===== src/rtl/pcjump_fu.sv =====
`default_nettype none
// ============================================================================
// Module      : pcjump_fu
// Description : Conditional-jump functional unit. Evaluates a branch condition,
//               buffers the result in a small FIFO and hands it to ROB/CDB.
// Revision    : 1.0 - initial release
// ============================================================================
module pcjump_fu #(
    parameter int WIDTH     = 8,
    parameter int ROBID_W   = 4,
    parameter int DEPTH     = 2,
    parameter int CDB_WRITE = 0,
    parameter int NT_FLAG   = 5
) (
    input  logic                 clk,
    input  logic                 rst,
    input  logic                 input_transmit,
    input  logic [7:0]           operand,
    input  logic [2*WIDTH-1:0]   depvals,
    input  logic [7:0]           wbs,
    input  logic [7:0]           flags,
    input  logic [ROBID_W-1:0]   robid,
    input  logic                 cdb_transmit,
    output logic                 cdb_transmit_out,
    output logic [ROBID_W-1:0]   cdb_id,
    output logic [WIDTH-1:0]     cdb_val,
    input  logic                 rob_transmit,
    output logic                 rob_transmit_out,
    output logic [ROBID_W-1:0]   robid_out,
    output logic [7:0]           flags_out,
    output logic [7:0]           wbs_out,
    output logic [WIDTH-1:0]     value_out,
    output logic                 busy,
    output logic                 overflow,
    output logic [15:0]          taken_cnt
);

    localparam int PTR_W = (DEPTH > 1) ? $clog2(DEPTH) : 1;
    localparam int CNT_W = $clog2(DEPTH + 1);
    localparam logic [PTR_W-1:0] c_LAST_PTR = PTR_W'(DEPTH - 1);
    localparam logic [CNT_W-1:0] c_DEPTH    = CNT_W'(DEPTH);

    logic [ROBID_W-1:0] robid_q  [DEPTH];
    logic [7:0]         wbs_q    [DEPTH];
    logic [7:0]         flags_q  [DEPTH];
    logic [WIDTH-1:0]   result_q [DEPTH];
    logic [DEPTH-1:0]   pend_rob_q;
    logic [DEPTH-1:0]   pend_cdb_q;

    logic [PTR_W-1:0]   rd_ptr_q, rd_ptr_d;
    logic [PTR_W-1:0]   wr_ptr_q, wr_ptr_d;
    logic [CNT_W-1:0]   count_q, count_d;
    logic               overflow_q, overflow_d;
    logic [15:0]        taken_q, taken_d;

    logic [WIDTH-1:0]   w_a, w_b, w_result;
    logic [1:0]         w_idx;
    logic [3:0]         w_cond;
    logic               w_take;
    logic [7:0]         w_flags_in;
    logic               w_valid, w_head_rob, w_head_cdb;
    logic               w_rob_acc, w_cdb_acc, w_retire, w_push;
    logic               w_unused_ok;

    assign w_a         = depvals[2*WIDTH-1:WIDTH];
    assign w_b         = depvals[WIDTH-1:0];
    assign w_cond      = operand[3:0];
    assign w_unused_ok = &{1'b0, operand[7:5]};

    // Mode 0 tests a against zero/sign; mode 1 compares a with b (signed)
    always_comb begin
        w_idx    = {w_a[WIDTH-1], |w_a[WIDTH-2:0]};
        w_result = w_b;
        if (operand[4]) begin
            w_idx    = {($signed(w_a) < $signed(w_b)), (w_a != w_b)};
            w_result = w_a;
        end
    end

    assign w_take = w_cond[w_idx];

    always_comb begin
        w_flags_in          = flags;
        w_flags_in[NT_FLAG] = ~w_take;
    end

    function automatic logic [PTR_W-1:0] ptr_inc(input logic [PTR_W-1:0] p);
        return (p == c_LAST_PTR) ? '0 : p + PTR_W'(1);
    endfunction

    assign w_valid    = (count_q != '0);
    assign w_head_rob = w_valid & pend_rob_q[rd_ptr_q];
    assign w_head_cdb = w_valid & pend_cdb_q[rd_ptr_q];
    assign w_rob_acc  = rob_transmit & w_head_rob;
    assign w_cdb_acc  = cdb_transmit & w_head_cdb;
    // Head leaves once no request remains outstanding after this edge
    assign w_retire   = w_valid & ~(w_head_rob & ~w_rob_acc) & ~(w_head_cdb & ~w_cdb_acc);
    assign busy       = (count_q == c_DEPTH);
    assign w_push     = input_transmit & ~busy;

    always_comb begin
        count_d    = count_q + CNT_W'(w_push) - CNT_W'(w_retire);
        rd_ptr_d   = w_retire ? ptr_inc(rd_ptr_q) : rd_ptr_q;
        wr_ptr_d   = w_push ? ptr_inc(wr_ptr_q) : wr_ptr_q;
        overflow_d = overflow_q | (input_transmit & busy);
        taken_d    = taken_q;
        if (w_push && w_take && (taken_q != 16'hFFFF)) begin
            taken_d = taken_q + 16'd1;
        end
    end

    always_ff @(posedge clk) begin
        if (rst) begin
            count_q    <= '0;
            rd_ptr_q   <= '0;
            wr_ptr_q   <= '0;
            overflow_q <= 1'b0;
            taken_q    <= '0;
            pend_rob_q <= '0;
            pend_cdb_q <= '0;
        end else begin
            count_q    <= count_d;
            rd_ptr_q   <= rd_ptr_d;
            wr_ptr_q   <= wr_ptr_d;
            overflow_q <= overflow_d;
            taken_q    <= taken_d;
            if (w_rob_acc) pend_rob_q[rd_ptr_q] <= 1'b0;
            if (w_cdb_acc) pend_cdb_q[rd_ptr_q] <= 1'b0;
            if (w_push) begin
                pend_rob_q[wr_ptr_q] <= 1'b1;
                pend_cdb_q[wr_ptr_q] <= (CDB_WRITE != 0);
            end
        end
    end

    // Payload needs no reset: it is only visible while its entry is valid
    always_ff @(posedge clk) begin
        if (w_push) begin
            robid_q[wr_ptr_q]  <= robid;
            wbs_q[wr_ptr_q]    <= wbs;
            flags_q[wr_ptr_q]  <= w_flags_in;
            result_q[wr_ptr_q] <= w_result;
        end
    end

    assign rob_transmit_out = w_head_rob;
    assign cdb_transmit_out = w_head_cdb;
    assign robid_out        = w_valid ? robid_q[rd_ptr_q]  : '0;
    assign flags_out        = w_valid ? flags_q[rd_ptr_q]  : '0;
    assign wbs_out          = w_valid ? wbs_q[rd_ptr_q]    : '0;
    assign value_out        = w_valid ? result_q[rd_ptr_q] : '0;
    assign cdb_id           = robid_out;
    assign cdb_val          = value_out;
    assign overflow         = overflow_q;
    assign taken_cnt        = taken_q;

endmodule
`default_nettype wire


===== config.mk =====
export PLATFORM = sky130hd
export DESIGN_NAME = pcjump_fu
export DESIGN_NICKNAME = d
export VERILOG_FILES = /design/src/rtl/pcjump_fu.sv
export SDC_FILE = /design/constraint.sdc
export NUM_CORES = 1
export LEC_CHECK = 0
export ABC_AREA = 0
export CAP_MARGIN = 20
export CORE_ASPECT_RATIO = 1.25
export CORE_MARGIN = 2
export CORE_UTILIZATION = 51
export DETAILED_ROUTE_END_ITERATION = 16
export GPL_ROUTABILITY_DRIVEN = 0
export PLACE_DENSITY = 0.85
export SLEW_MARGIN = 40
export SYNTH_ARGS = -nofsm -noshare
export SYNTH_HDL_FRONTEND = slang
export SYNTH_SLANG_ARGS = --single-unit

===== constraint.sdc =====
create_clock -name clk -period 5.8 [get_ports clk]
set_clock_uncertainty 0.05 [all_clocks]
set_input_delay 1.16 -clock clk [delete_from_list [all_inputs] [get_ports clk]]
set_output_delay 1.16 -clock clk [all_outputs]
set_load 0.05 [all_outputs]

==> flow_summary.toml <==
[floorplanning]
dieHeight_um = 101
ios = 109
start_util_pct = 52.4
die_w_um = 81.7
die-area_sq_mm = 0.00827
rows = 35
core-area_sq_mm = 0.00736

[critical_path]
rrSetupSlack_ns = 3.62
r2r_start = "taken_cnt[6]"
reg2reg_depth = 7
reg2reg_to = "taken_cnt[15]"
cp-start-kind = "primary input"
cp_max_fo = 29
cp.arrival_ns = 3.81
worstSetupStartpoint = "depvals[7]"
crit_path_end_kind = "register"
crit_type = "primary input to register"
crit_end = "taken_cnt[15]"
cp.required_ns = 5.99

[power]
vdd_drop_max_uv = 281
power_density_mw_per_mm2 = 432
power.total_mw = 2.18
leakage_nw = 1.81

[flow_run]
drv_cap = 0

[clock_tree]
ctsResizeCount = 0
root_buffer = "clkbuf_8"
clkTransAtPathRegs_ns = 0.08
cts_max_path_buffers = 2
cts_inserted_buffers = 9
cts_tree = "built"
clk_latency_ns = 0.35
post_cts.repair.setup_buffers = 0
htree_levels = 3
ctsHoldBuffers = 0
cts_sinks = 82

[cells_and_area]
syn_to_final_growth_pct = 31.1
final_cells = 523
finalNetCount = 486
antenna_cells = 0
postLayoutCoreUtil_pct = 68.7
final_area_sq_mm = 0.00505
drive_gt1_share_pct = 6.96

[sta]
finalSetupTns_ns = 0
worst_slew_pin_slew_ns = 0.647
fin_crit_sh_pct = 62.5
holdWs_ns = 0.422
finalCriticalPeriod_ns = 3.62
finalMaxSlewViolations = 0
rsz0062_at_grt = "false"
worst_slack_ns = 2.18
fmax_ghz = 0.276
relSlewSlack_pct = 56.8
hold_viol_final = 0
setup_viol = 0

[logic_synthesis]
synth_area_leaders = "edfxtp_1 (44%), dfxtp_1 (14%), mux2i_1 (8.1%), nor2_1 (4.3%), ha_1 (3.6%)"
yosysMostFrequentCell = "edfxtp_1"
netlist_instances = 339
syn-mean-instance-area_sq_um = 11.4
syn_nets = 399
ys_async_sr_fraction_pct = 0
synth_top_area_share_pct = 43.7
synth-seq-cells = 82
synth_top_flop_cell = "edfxtp_1"
ys_seq_area_share_pct = 57.2
mappedNetlistArea_sq_mm = 0.00385
yosys-top-cells-count = "edfxtp_1 (56), nor2_1 (44), mux2i_1 (31), dfxtp_1 (26), nand2_1 (23)"
yosysUniqueCellTypes = 52
synth_edf_count = 56
yosysTopAreaCell = "edfxtp_1"
ys.warnings.count = 0

[drt]
drc = 0
wl_per_cell_um = 14.7
ant_nets = 0
vias_per_cell = 5.40
wl_um = 7670
vias = 2823
drt_iter0_drc = 77
dr.pass1.iters = 4

[placed_design]
pre_cts_ws_ns = 1.83
dp_cells = 507
placed_area_sq_mm = 0.00485
io_buffer_count = 104
hpwl_um = 5490

[status]
status = "finished, final reports clean"

[global_route]
grt_max_degree = 32
track_usage_pct = 19.4
grt_overflow_total = 0
grt_pass1_vias = 2712
antenna_found_initial = 0
grt_pass1_wl_um = 12200

[min_path]
hold_class = "register to register"
power by group:
| group | internal [mW] | switching [mW] |
|---|---|---|
| sequential | 0.701 | 0.0725 |
| clock | 0.199 | 0.198 |
| combinational | 0.351 | 0.661 |
worst min path at each step:
stage	start	to	slack, ns	depth (start not counted)
2_1_floorplan	pend_rob_q[1]	pend_rob_q[1]	0.38	2
3_3_place_gp	pend_rob_q[1]	pend_rob_q[1]	0.39	2
3_5_place_dp	pend_rob_q[1]	pend_rob_q[1]	0.41	2
4_1_cts	pend_rob_q[1]	pend_rob_q[1]	0.42	2
5_1_grt	wr_ptr_q	wr_ptr_q	0.45	2
6_report	pend_rob_q[1]	pend_rob_q[1]	0.42	2
placed cells by master (no fill, tap or decap), drive strengths merged, types with 8 or more instances in the layout:
cell / netlist / final
nand2: 24 / 24
dfxtp: 26 / 26
mux2i: 31 / 31
inv: 16 / 16
nand3: 9 / 9
mux2: 8 / 8
clkbuf: 14 / 10
ha: 11 / 11
clkdlybuf4s50: 0 / 103
a21oi: 15 / 15
edfxtp: 56 / 56
o21ai: 13 / 13
nor2: 44 / 44
per-layer routing:
metal  vias up  wire length (um)  track usage [%]
met5         -                 0                0
met3        17               462             3.74
met1      1319              3000             21.7
met2       103              4030             34.6
met4         0               174             9.74
li1       1384                 -                -
registers in the layout, indices dropped and copies added, names as in the netlist, 2 cells and up, named ones only:
register    count
count_q         2
flags_q        16
pend_cdb_q      2
pend_rob_q      2
result_q       16
robid_q         8
taken_cnt      16
wbs_q          16
critical path: stages:
cell and delay, ns:
clkdlybuf4s50_1 0.45, inv_1 0.06, ha_1 0.31, and4_4 0.25
nand2_4 0.06, o21bai_1 0.17, a31oi_1 0.19, mux2_4 0.45
nor4_1 0.35, mux2_1 0.35
area by class of cell:
type | instances | area [sq um]
Clock buffer | 10 | 128
Clock inverter | 6 | 67.6
Fill cell | 545 | 2300
Inverter | 17 | 63.8
Multi-Input combinational cell | 211 | 1430
Sequential cell | 82 | 2210
Tap cell | 92 | 115
Timing Repair Buffer | 105 | 1040
kinds of logic after synthesis:
kind of cell               count (synthesis)  synth area share [%]
AOI/OAI and AO/OA                         44                  7.11
xor gates and xnor gates                   3                 0.682
adders and majority gates                 11                  3.57
buffers and inverters                     46                  5.91
DFF                                       82                  57.2
muxes                                     39                  10.5
and+or+nand+nor                          114                  15.1
No activity file was read; power rests on OpenSTA's default activity.
